--- src/rtl/sys_pkg.sv ---
// Shared constants for the syscall path: instruction and syscall codes,
// FSM state encoding, and the read-request decode helper.
package sys_pkg;

    localparam logic [31:0] SYSCALL_ID  = 32'd26;
    localparam logic [31:0] SYS_DISPLAY = 32'd1;
    localparam logic [31:0] SYS_READ    = 32'd5;

    localparam logic [1:0] ST_IDLE = 2'd0;
    localparam logic [1:0] ST_WAIT = 2'd1;
    localparam logic [1:0] ST_RESP = 2'd2;

    function automatic logic is_read_req(input logic [31:0] id,
                                         input logic [31:0] code,
                                         input logic [31:0] read_code);
        return (id == SYSCALL_ID) && (code == read_code);
    endfunction

endpackage

--- src/rtl/sys_fifo.sv ---
// Synchronous FIFO holding console input words. Head is presented
// combinationally on dout. Push when full and pop when empty are ignored.
module sys_fifo #(
    parameter int WIDTH = 32,
    parameter int DEPTH = 8
) (
    input  logic                       clk,
    input  logic                       reset,
    input  logic                       push,
    input  logic                       pop,
    input  logic [WIDTH-1:0]           din,
    output logic [WIDTH-1:0]           dout,
    output logic                       full,
    output logic                       empty,
    output logic [$clog2(DEPTH):0]     count
);

    localparam int AW = $clog2(DEPTH);
    localparam logic [AW:0] DEPTH_CNT = (AW+1)'(DEPTH);

    logic [WIDTH-1:0] mem [DEPTH];
    logic [AW-1:0]    wr_ptr;
    logic [AW-1:0]    rd_ptr;
    logic [AW:0]      cnt;
    logic             push_ok;
    logic             pop_ok;

    assign full    = (cnt == DEPTH_CNT);
    assign empty   = (cnt == '0);
    assign push_ok = push && !full;
    assign pop_ok  = pop && !empty;
    assign dout    = mem[rd_ptr];
    assign count   = cnt;

    // Storage array; contents need no reset since count gates visibility.
    always_ff @(posedge clk) begin
        if (push_ok) begin
            mem[wr_ptr] <= din;
        end
    end

    // Pointers wrap naturally because DEPTH is a power of two.
    always_ff @(posedge clk or negedge reset) begin
        if (!reset) begin
            wr_ptr <= '0;
            rd_ptr <= '0;
            cnt    <= '0;
        end else begin
            if (push_ok) begin
                wr_ptr <= wr_ptr + 1'b1;
            end
            if (pop_ok) begin
                rd_ptr <= rd_ptr + 1'b1;
            end
            case ({push_ok, pop_ok})
                2'b10:   cnt <= cnt + 1'b1;
                2'b01:   cnt <= cnt - 1'b1;
                default: cnt <= cnt;
            endcase
        end
    end

endmodule

--- src/rtl/syscall_input.sv ---
// Console-input responder for the read syscall. Words arrive from a
// producer through a valid/ready FIFO; a read syscall pops one word onto rd
// with a one-cycle rd_valid strobe, stalling the processor while the FIFO
// is empty.
//
// Build option: define SYSCALL_INPUT_ECHO_EN to print every delivered word
// (decimal) in simulation while rd_valid is high. Timing is unaffected.
//
// state   | meaning
// IDLE    | no outstanding read, rd_valid low
// WAIT    | read seen on empty FIFO, stall high until a word arrives
// RESP    | word just delivered, rd_valid high for this cycle
module syscall_input
    import sys_pkg::*;
#(
    parameter int          WIDTH     = 32,
    parameter int          DEPTH     = 8,
    parameter logic [31:0] READ_CODE = SYS_READ
) (
    input  logic                   clk,
    input  logic                   reset,
    input  logic                   in_valid,
    input  logic [WIDTH-1:0]       in_data,
    output logic                   in_ready,
    input  logic [31:0]            instr_ID,
    input  logic [31:0]            rs,
    output logic [WIDTH-1:0]       rd,
    output logic                   rd_valid,
    output logic                   stall,
    output logic [$clog2(DEPTH):0] count
);

    logic [1:0]       state;
    logic             req;
    logic             take;
    logic             full;
    logic             empty;
    logic [WIDTH-1:0] head;

    assign req      = is_read_req(instr_ID, rs, READ_CODE);
    assign in_ready = !full;

    // Pop the head whenever the FSM is about to deliver it. The FIFO count
    // seen here is pre-edge, so a same-edge push cannot satisfy a read.
    always_comb begin
        take = 1'b0;
        case (state)
            ST_WAIT: take = !empty;
            default: take = req && !empty;
        endcase
    end

    sys_fifo #(
        .WIDTH (WIDTH),
        .DEPTH (DEPTH)
    ) u_fifo (
        .clk   (clk),
        .reset (reset),
        .push  (in_valid),
        .pop   (take),
        .din   (in_data),
        .dout  (head),
        .full  (full),
        .empty (empty),
        .count (count)
    );

    // Read FSM and registered outputs; RESP behaves like IDLE so that
    // back-to-back reads give back-to-back strobes.
    always_ff @(posedge clk or negedge reset) begin
        if (!reset) begin
            state    <= ST_IDLE;
            rd       <= '0;
            rd_valid <= 1'b0;
            stall    <= 1'b0;
        end else begin
            case (state)
                ST_WAIT: begin
                    if (!empty) begin
                        rd       <= head;
                        rd_valid <= 1'b1;
                        stall    <= 1'b0;
                        state    <= ST_RESP;
                    end
                end
                default: begin
                    if (req) begin
                        if (!empty) begin
                            rd       <= head;
                            rd_valid <= 1'b1;
                            state    <= ST_RESP;
                        end else begin
                            rd_valid <= 1'b0;
                            stall    <= 1'b1;
                            state    <= ST_WAIT;
                        end
                    end else begin
                        rd_valid <= 1'b0;
                        state    <= ST_IDLE;
                    end
                end
            endcase
        end
    end

`ifdef SYSCALL_INPUT_ECHO_EN
    // Echo each delivered word to the simulation console.
    always @(posedge clk) begin
        if (reset && rd_valid) begin
            $display("%0d", rd);
        end
    end
`else
`endif

endmodule

--- config.mk ---
export PLATFORM = sky130hd
export DESIGN_NAME = syscall_input
export DESIGN_NICKNAME = d
export VERILOG_FILES = /design/src/rtl/sys_pkg.sv /design/src/rtl/sys_fifo.sv /design/src/rtl/syscall_input.sv
export SDC_FILE = /design/constraint.sdc
export NUM_CORES = 1
export LEC_CHECK = 0
export BUFFER_PORTS_ARGS = -buffer_cell sky130_fd_sc_hd__buf_4
export CORE_AREA = 5 5 147 149
export CTS_BUF_LIST = sky130_fd_sc_hd__clkbuf_2 sky130_fd_sc_hd__clkbuf_4 sky130_fd_sc_hd__clkbuf_8
export DETAILED_ROUTE_END_ITERATION = 6
export DIE_AREA = 0 0 152 154
export PLACE_DENSITY = 0.91
export RECOVER_POWER = 100
export SLEW_MARGIN = 0
export SYNTH_ARGS = -nofsm -noshare
export SYNTH_HDL_FRONTEND = slang
export SYNTH_SLANG_ARGS = --single-unit
--- constraint.sdc ---
create_clock -name clk -period 4.6 [get_ports clk]
set_input_delay 1.15 -clock clk [delete_from_list [all_inputs] [get_ports clk]]
set_output_delay 1.15 -clock clk [all_outputs]
set_load 0.02 [all_outputs]
==> qor.yml <==
fin_nets: 814
cp_num_buf_inv: 2
vias_per_cell: 5.805
grt_use_total: 0.2141
die_w_um: 152
worst_path_largest_cell_delay_ns: 0.87
fin_worst_skew_ns: 0.02858
relSlewSlack: -0.5678
crit_family: "simple AND/OR/NAND/NOR gates"
cp_common_cell: "nor4_1"
clk_pin_slew_worst_paths_ns: 0.06
dr.pass1.iters: 5
start_util: 0.5885
crit_path_end_kind: "register"
crit_chain: "buf_4, nor4_1, nand4_1, nor4_1, o21a_2, clkbuf_2, mux2_1"
rsz0062_at_grt: "no"
drcViolationCount: 0
leakagePower_nw: 4.784
violations: "max-capacitance violations, max-slew violations"
syn_area_um2: 11790
wire_per_inst_um: 24.17
yosysTopAreaCell: "edfxtp_1"
cp_slowest_cell: "clkbuf_2"
vias: 5898
port-buffer-count: 137
hold_viol: 0
synth_top_area_share: 0.6518
clockBufferDepth: 3
final-setup-viol-count: 0
syn-num-nets: 635
fp.dieH_um: 154
grt_pass1_wl_um: 38300
min_period_ns: 3.587
cts_made_buffers: 46
routed_wl_um: 24550
grt_pass1_vias: 6564
io_pins: 138
synth_ff_type: "edfxtp_1"
synthArstFlopShare: 0.1495
ys_warn_count: 0
final_max_slew_viol_count: 87
rows: 52
critPathMaxFanout: 34
num-fill-cells: 1298
drive_gt1_frac: 0.3566
synth_edf_count: 256
status: "finished with violations"
yosys-top-cells-area: "edfxtp_1 (65%), mux4_2 (12%), dfrtp_1 (9.5%)"
critPathLaunchType: "input pin"
final_cells: 1016
htreeDepth: 2
dp_slack_ns: 0.8766
root_buffer: "clkbuf_8"
dieArea_um2: 23410
finalSetupTns_ns: 0
ir_worst_vdd_v: 0.0003248
gr-total-overflow: 0
crit_arrival_ns: 4.02
ys_seq_elements: 301
critPathKind: "input pin to register"
period_share: 0.7798
layout_setup_ws_ns: 1.013
first_iter_violations: 357
diodes: 0
yosysSeqAreaShare: 0.7473
hp-class: "register to register"
antenna_found_initial: 1
worstSkewPairLatency_ns: 0.58
synthCells: 529
drv_cap: 5
synth.distinct_cells: 36
grt_max_degree: 49
ctsHoldBuffers: 0
place.gp.congestion: 0.9855
cts_sinks: 301
cts_resized: 0
crit_required_ns: 5.03
avgSynthCellArea_um2: 22.29
cts_tree: "done"
antenna_left: 0
dpl.cell_count: 930
worstMarginPinSlew_ns: 2.343
cts.repair_timing.setup_buffer_count: 0
powerDensity_nw_per_um2: 475.7
maxClockFrequency_mhz: 278.8
area_growth_pct: 16.87
core-area_um2: 20040
dp_hpwl_um: 15280
==> path summary, 6_finish.rpt <==
| check | start | cells past startpoint | endpoint | slack [ns] |
|---|---|---|---|---|
| worst max-delay path | instr_ID[21] | 7 | rd[7] | 1.01 |
| worst min-delay path | rd[18] | 1 | rd[18] | 0.49 |
| worst max register to register | u_fifo.count[0] | 5 | u_fifo.mem[5][10] | 1.03 |
| worst min register to register | rd[18] | 1 | rd[18] | 0.49 |
| max in group asynchronous | reset | 1 | u_fifo.rd_ptr[0] | 3.46 |
| min in group asynchronous | reset | 1 | rd[16] | 0.62 |
==> routing by layer <==
| layer | wire [um] | track usage | share of wire |
|---|---|---|---|
| met1 | 8902 | 0.2579 | 0.36 |
| met4 | 453 | 0.06849 | 0.018 |
| met5 | 13 | 0 | 0.00053 |
| met2 | 13170 | 0.3829 | 0.54 |
| met3 | 2009 | 0.05284 | 0.082 |
==> area by class of cell <==
| class | instances | area (um^2) | area share |
|---|---|---|---|
| Tap cell | 270 | 337.8 | 0.02451 |
| Clock inverter | 24 | 236.5 | 0.01716 |
| Timing Repair Buffer | 154 | 845.8 | 0.06137 |
| Inverter | 5 | 18.77 | 0.001362 |
| Sequential cell | 301 | 8820 | 0.6399 |
| Multi-Input combinational cell | 200 | 2715 | 0.1970 |
| Clock buffer | 62 | 809.5 | 0.05873 |
==> report_power, final <==
part | switching [mW] | internal, mW
combinational | 0.444 | 0.236
sequential | 0.111 | 3.35
clock | 1.02 | 1.39
total | 1.58 | 4.98
==> kinds of logic (layout without fill, tap and decap cells) <==
| kind of cell | count (synthesis) | in the layout | synth area share |
|---|---|---|---|
| mux | 131 | 131 | 0.1950 |
| xor+xnor | 7 | 7 | 0.005198 |
| buf+inv | 28 | 245 | 0.01432 |
| compound gates | 10 | 10 | 0.005411 |
| fa+ha+maj | 7 | 7 | 0.008063 |
| flops | 301 | 301 | 0.7473 |
| simple gates | 45 | 45 | 0.02472 |
==> registers in the layout, indices dropped and copies added (netlist names) <==
signal / cells
u_fifo.mem: 256
rd: 32
u_fifo.count: 4
u_fifo.rd_ptr: 3
u_fifo.wr_ptr: 3
rd_valid: 1
stall: 1
state: 1
==> synthesized netlist by cell type, types with 2 or more instances <==
master and count:
nand3_1 2, clkbuf_1 11, xnor2_1 4, mux2_4 28
nor4_2 4, xor2_1 3, edfxtp_1 256, buf_1 2
nor4_1 9, nand2b_1 3, ha_1 6, nand2_1 6
mux2_2 38, a21oi_1 4, nor3_1 4, dfrtp_1 45
buf_2 6, buf_12 3, inv_1 5, mux4_2 64
nor4bb_1 2, nand4_1 4, nor2_1 7
==> layout by cell type (no fill, tap or decap), types with 5 or more instances in the layout <==
cell	n
edfxtp_1	256
clkbuf_1	82
buf_4	70
mux4_2	64
clkbuf_8	55
dfrtp_1	42
mux2_2	38
mux2_1	28
nor4_1	10
clkinv_2	10
clkbuf_4	8
nand2_1	6
ha_1	6
inv_1	5
clkinv_1	5
==> metrics by stage <==
stage	hold slack [ns]	util	cell area, um^2	power [mW]
floorplan	0.4649	-	11790	3.853
global placement	0.4832	0.6587	13200	4.181
detailed placement	0.4996	0.6587	13200	4.264
CTS	0.5139	0.7109	14250	6.673
global route	0.5056	0.6878	13780	6.827
finish	0.4894	0.6878	13780	6.556
Note: power is estimated with default switching activity, not from simulation.
